==> config.mk <==
export PLATFORM = sky130hd
export DESIGN_NAME = meas_frame_packer
export DESIGN_NICKNAME = d
export VERILOG_FILES = /design/src/rtl/meas_frame_packer.sv
export SDC_FILE = /design/constraint.sdc
export NUM_CORES = 1
export LEC_CHECK = 0
export ABC_CLOCK_PERIOD_IN_PS = 2300
export CAP_MARGIN = 20
export CORE_ASPECT_RATIO = 0.75
export CORE_MARGIN = 2
export CORE_UTILIZATION = 43
export CTS_BUF_LIST = sky130_fd_sc_hd__clkbuf_4 sky130_fd_sc_hd__clkbuf_8
export CTS_CLUSTER_DIAMETER = 50
export CTS_CLUSTER_SIZE = 24
export DETAILED_ROUTE_END_ITERATION = 10
export PLACE_DENSITY = 0.73
export SYNTH_ARGS = -nofsm -noshare
export SYNTH_HDL_FRONTEND = slang
export SYNTH_SLANG_ARGS = --single-unit
==> constraint.sdc <==
create_clock -name sys_clk -period 2.3 [get_ports sys_clk]
set_clock_uncertainty 0.1 [all_clocks]
set_input_delay 0.46 -clock sys_clk [delete_from_list [all_inputs] [get_ports sys_clk]]
set_output_delay 0.46 -clock sys_clk [all_outputs]
set_load 0.005 [all_outputs]
==> src/rtl/meas_frame_packer.sv <==
// Snapshots NUM_CH measurement words and frames them as HDR0, HDR1, payload MSB-first (+ checksum with FRAME_CKSUM_EN).
// Latency: tx_valid rises one cycle after the start edge; one byte per cycle with tx_ready high; frame_done LEN+1 cycles after start.
// Backpressure: tx_data/byte_idx hold while tx_valid & !tx_ready; frame_req outside IDLE is dropped, not queued.
module meas_frame_packer #(
  parameter int          NUM_CH      = 5,
  parameter int          CH_WIDTH    = 32,
  parameter logic [7:0]  HDR0        = 8'h55,
  parameter logic [7:0]  HDR1        = 8'hAA,
  parameter int          AUTO_REPEAT = 1
) (
  input  logic                         sys_clk,
  input  logic                         rst,
  input  logic [NUM_CH*CH_WIDTH-1:0]   meas_data,
  input  logic                         frame_req,
  output logic [7:0]                   tx_data,
  output logic                         tx_valid,
  input  logic                         tx_ready,
  output logic                         busy,
  output logic                         frame_done,
  output logic [7:0]                   byte_idx
);

  localparam int W   = NUM_CH * CH_WIDTH;
  localparam int PLD = W / 8;
`ifdef FRAME_CKSUM_EN
  localparam int LEN = PLD + 3;
`else
  localparam int LEN = PLD + 2;
`endif
  localparam int         SEL_W    = (PLD > 1) ? $clog2(PLD) : 1;
  localparam logic [7:0] LAST_IDX = 8'(LEN - 1);

  generate
    if (NUM_CH < 1 || (CH_WIDTH % 8) != 0 || CH_WIDTH < 8) begin : g_bad_geometry
      $error("meas_frame_packer: NUM_CH must be >= 1 and CH_WIDTH a non-zero multiple of 8");
    end
    if (LEN > 256) begin : g_bad_len
      $error("meas_frame_packer: frame length exceeds 256 bytes");
    end
  endgenerate

  typedef enum logic [1:0] {
    IDLE = 2'd0,
    SEND = 2'd1,
    DONE = 2'd2
  } state_t;

  state_t                  state_q, state_d;
  logic [7:0]              byte_idx_q;
  logic [PLD-1:0][7:0]     shadow_q;
  logic [7:0]              pld_byte;
  logic                    start;
  logic                    hs;
  logic                    last;

  // Byte 2 maps to the most significant shadow byte, so index downward from PLD-1.
  assign pld_byte = shadow_q[SEL_W'(PLD + 1 - int'(byte_idx_q))];
  assign hs       = (state_q == SEND) && tx_ready;
  assign last     = (byte_idx_q == LAST_IDX);
  assign byte_idx = byte_idx_q;

`ifdef FRAME_CKSUM_EN
  logic [7:0] cksum_q;

  always_ff @(posedge sys_clk) begin
    if (rst) begin
      cksum_q <= 8'd0;
    end else if (start) begin
      cksum_q <= 8'd0;
    end else if (hs && byte_idx_q >= 8'd2 && byte_idx_q <= 8'(PLD + 1)) begin
      cksum_q <= cksum_q + pld_byte;
    end
  end
`endif

  always_ff @(posedge sys_clk) begin
    if (rst) begin
      state_q    <= IDLE;
      byte_idx_q <= 8'd0;
      shadow_q   <= '0;
    end else begin
      state_q <= state_d;
      if (start) begin
        shadow_q   <= meas_data;
        byte_idx_q <= 8'd0;
      end else if (hs && !last) begin
        byte_idx_q <= byte_idx_q + 8'd1;
      end
    end
  end

  always_comb begin
    state_d    = state_q;
    start      = 1'b0;
    tx_valid   = 1'b0;
    tx_data    = 8'd0;
    busy       = 1'b0;
    frame_done = 1'b0;
    case (state_q)
      IDLE: begin
        if (frame_req || AUTO_REPEAT != 0) begin
          start   = 1'b1;
          state_d = SEND;
        end
      end
      SEND: begin
        tx_valid = 1'b1;
        busy     = 1'b1;
        if (byte_idx_q == 8'd0) begin
          tx_data = HDR0;
        end else if (byte_idx_q == 8'd1) begin
          tx_data = HDR1;
`ifdef FRAME_CKSUM_EN
        end else if (last) begin
          tx_data = cksum_q;
`endif
        end else begin
          tx_data = pld_byte;
        end
        if (hs && last) begin
          state_d = DONE;
        end
      end
      DONE: begin
        busy       = 1'b1;
        frame_done = 1'b1;
        state_d    = IDLE;
      end
      default: begin
        state_d = IDLE;
      end
    endcase
  end

endmodule

==> flow_summary.json, run 1 <==
{
  "status": "complete, but fails checks",
  "violations": "setup timing",
  "setup_tns_ns": -4.69,
  "grt_pass1_vias": 6053,
  "final_cell_mix": "mux2i_1, nor2_1, clkdlybuf4s50_1",
  "yosysSeqAreaShare_pct": 44.0,
  "die_w_um": 159,
  "remaining_drc_errors": 0,
  "detail_route.first_pass.iterations": 6,
  "antennaDiodeCount": 0,
  "place.detailed.instances": 1190,
  "cts_sinks": 170,
  "synth_nets": 923,
  "timing.final.ws_setup_ns": -0.623,
  "worstPathMaxFanout": 6,
  "timing.rr.end": "state_q[1]$_SDFFE_PP0P_",
  "tritoncts": "built",
  "numPortBuffers": 181,
  "grt_util_all_layers_pct": 22.8,
  "cts_made_buffers": 17,
  "htreeDepth": 4,
  "dieHeight_um": 120,
  "avgSynthCellArea_sq_um": 10.3,
  "peakVddDrop_mv": 0.707,
  "finalSetupViolCount": 8,
  "vias_per_cell": 5.07,
  "drive_above_1_share_pct": 16.6,
  "final_nets": 1143,
  "required_ns": 1.74,
  "rsz0062_at_grt": "yes",
  "hold_buffers": 0,
  "clockRootBuffer": "clkbuf_8",
  "vias": 6211,
  "detail-route-antenna-nets": 0,
  "hold_slack_ns": 0.183,
  "insertion_delay_ns": 0.46,
  "placementRows": 42,
  "synth_edf_count": 0,
  "yosysTopAreaCellShare_pct": 44.0,
  "overflow": 0,
  "syn2layout_area_growth_pct": 39.1,
  "ioPinCount": 183,
  "clockBufferDepth": 2,
  "synthArstFlopShare_pct": 0,
  "die_area_sq_um": 19100,
  "grt_max_degree": 106,
  "grt_pass1_wl_um": 33700,
  "synth_top_area_cell": "dfxtp_1",
  "drt_wl_total_um": 21300,
  "cellPowerDensity_nw_per_um2": 952,
  "ys_warn_count": 0,
  "final_common_cell": "mux2i_1",
  "path_class": "reg -> out",
  "wl_per_cell_um": 17.4,
  "initial_core_util_pct": 43.8,
  "crit_start": "byte_idx[2]$_SDFFE_PP0P_",
  "gp_congestion": 0.873,
  "hp-class": "in -> reg",
  "core_sq_um": 17700,
  "worst_setup_path_end_kind": "primary output",
  "yosysUniqueCellTypes": 41,
  "synth_area_sq_um": 7740,
  "pre_cts_slack_ns": -0.611,
  "fin_total_pwr_w": 0.0102,
  "ys.flop_type": "dfxtp_1",
  "dp_hpwl_um": 15600,
  "drt-initial-drc-count": 616,
  "rr_startpoint": "byte_idx[1]$_SDFFE_PP0P_",
  "fin_crit_ns": 2.92,
  "clkTransAtPathRegs_ns": 0.09,
  "cp.arrival_ns": 2.36,
  "synthCells": 751,
  "reg2reg_setup_slack_ns": 0.19,
  "stdcell_count": 1226,
  "reg2reg_depth": 8,
  "synth_seq_cells": 170,
  "p_leak_nw": 4.64,
  "hold_viol": 0,
  "tightest_slew_ns": 0.571,
  "cap_viol_max_count": 0,
  "yosys-top-cells-area": "dfxtp_1, mux2i_1, nor2_1",
  "start_kind": "register",
  "drv_slew": 0,
  "timing.fmax_mhz": 342,
  "max_slew_margin_pct": 61.6,
  "setup.worst_path.end": "tx_data[2]",
  "post-route-period-util_pct": 127,
  "antenna_found_initial": 0
}
worst max-delay path, stage by stage, from the launching register on:
cell and delay, ns:
dfxtp_4 0.36, ha_4 0.32, buf_8 0.14, mux2i_1 0.08, mux4_2 0.46, o21bai_4 0.20
a31oi_4 0.18, buf_2 0.14
through the flow:
| stage | utilization [%] | instance area (sq um) |
|---|---|---|
| after floorplan | - | 7760 |
| after global placement | 57.6 | 10200 |
| after detailed placement | 57.6 | 10200 |
| after CTS | 60.6 | 10700 |
| after global routing | 60.9 | 10800 |
| final | 60.9 | 10800 |
cell type report:
class	count	area [sq um]
tap	242	303
timing repair buffer	255	2430
sequential	170	3420
multi-input combinational	520	4170
fill	1465	6900
clock inverter	12	140
inverter	7	26.3
clock buffer	20	269
what timing repair did:
action                     CTS  global route
gates resized for setup     61            14
setup endpoints to repair   10            12
hold endpoints to repair     0             0
setup buffers                4             0
cloned                       0             0
pin swaps                    6             5
cells by family after synthesis:
family                     Yosys count  share of synthesized area (%)
AOI/OAI and AO/OA                   68                           6.21
adders and majority gates            8                           1.29
and+or+nand+nor                    200                           10.7
buffers and inverters               61                           4.29
DFF                                170                           44.0
muxes                              239                           32.9
xor gates and xnor gates             5                          0.566
routing by layer:
metal	track usage (%)	share of wire, %	vias to the layer above
met5	0	0	-
met4	6.02	1.6	0
met3	5.63	5.9	30
met2	32.6	42	214
met1	34.0	51	2878
li1	-	-	3089
registers in the layout, summed over array words and instances (netlist names):
register,flops
byte_idx,8
shadow_q,160
state_q,2
where the power goes:
| group | internal, W | switching, W | leakage, nW |
|---|---|---|---|
| clock | 0.00104 | 0.00113 | 0.188 |
| sequential | 0.00363 | 0.000416 | 1.41 |
| combinational | 0.00213 | 0.00190 | 3.04 |
how the worst min path moves through the flow:
stage	slack, ns	to	cells past startpoint	startpoint
finish	0.18	shadow_q[131]$_SDFFE_PP0P_	2	rst
global route	0.17	shadow_q[131]$_SDFFE_PP0P_	2	rst
CTS	0.16	shadow_q[131]$_SDFFE_PP0P_	2	rst
detailed placement	0.38	shadow_q[150]$_SDFFE_PP0P_	2	shadow_q[150]$_SDFFE_PP0P_
global placement	0.37	shadow_q[146]$_SDFFE_PP0P_	2	shadow_q[146]$_SDFFE_PP0P_
floorplan	0.35	shadow_q[153]$_SDFFE_PP0P_	2	shadow_q[153]$_SDFFE_PP0P_
Yosys cell counts, types with 2 or more instances:
master / n
a211oi_2: 2
a21oi_1: 10
a22oi_1: 24
a31oi_1: 9
and2_1: 2
and3_1: 2
buf_2: 18
buf_4: 5
buf_6: 6
clkbuf_1: 24
dfxtp_1: 170
ha_1: 8
inv_1: 6
mux2i_1: 227
mux4_2: 10
mux4_4: 2
nand2_1: 5
nand3_1: 2
nor2_1: 171
nor2b_1: 4
nor3_1: 2
nor3b_2: 2
o211ai_1: 12
o21ai_0: 3
o21bai_1: 4
or3_1: 2
xnor2_1: 5
Power figures use the tool's default switching activity.
==> run 2: changes to the inputs <==
Settings changed: CAP_MARGIN 20 to not set.
==> results of run 2 <==
Same layout as run 1: the final DEF is identical, and so are final timing and power.
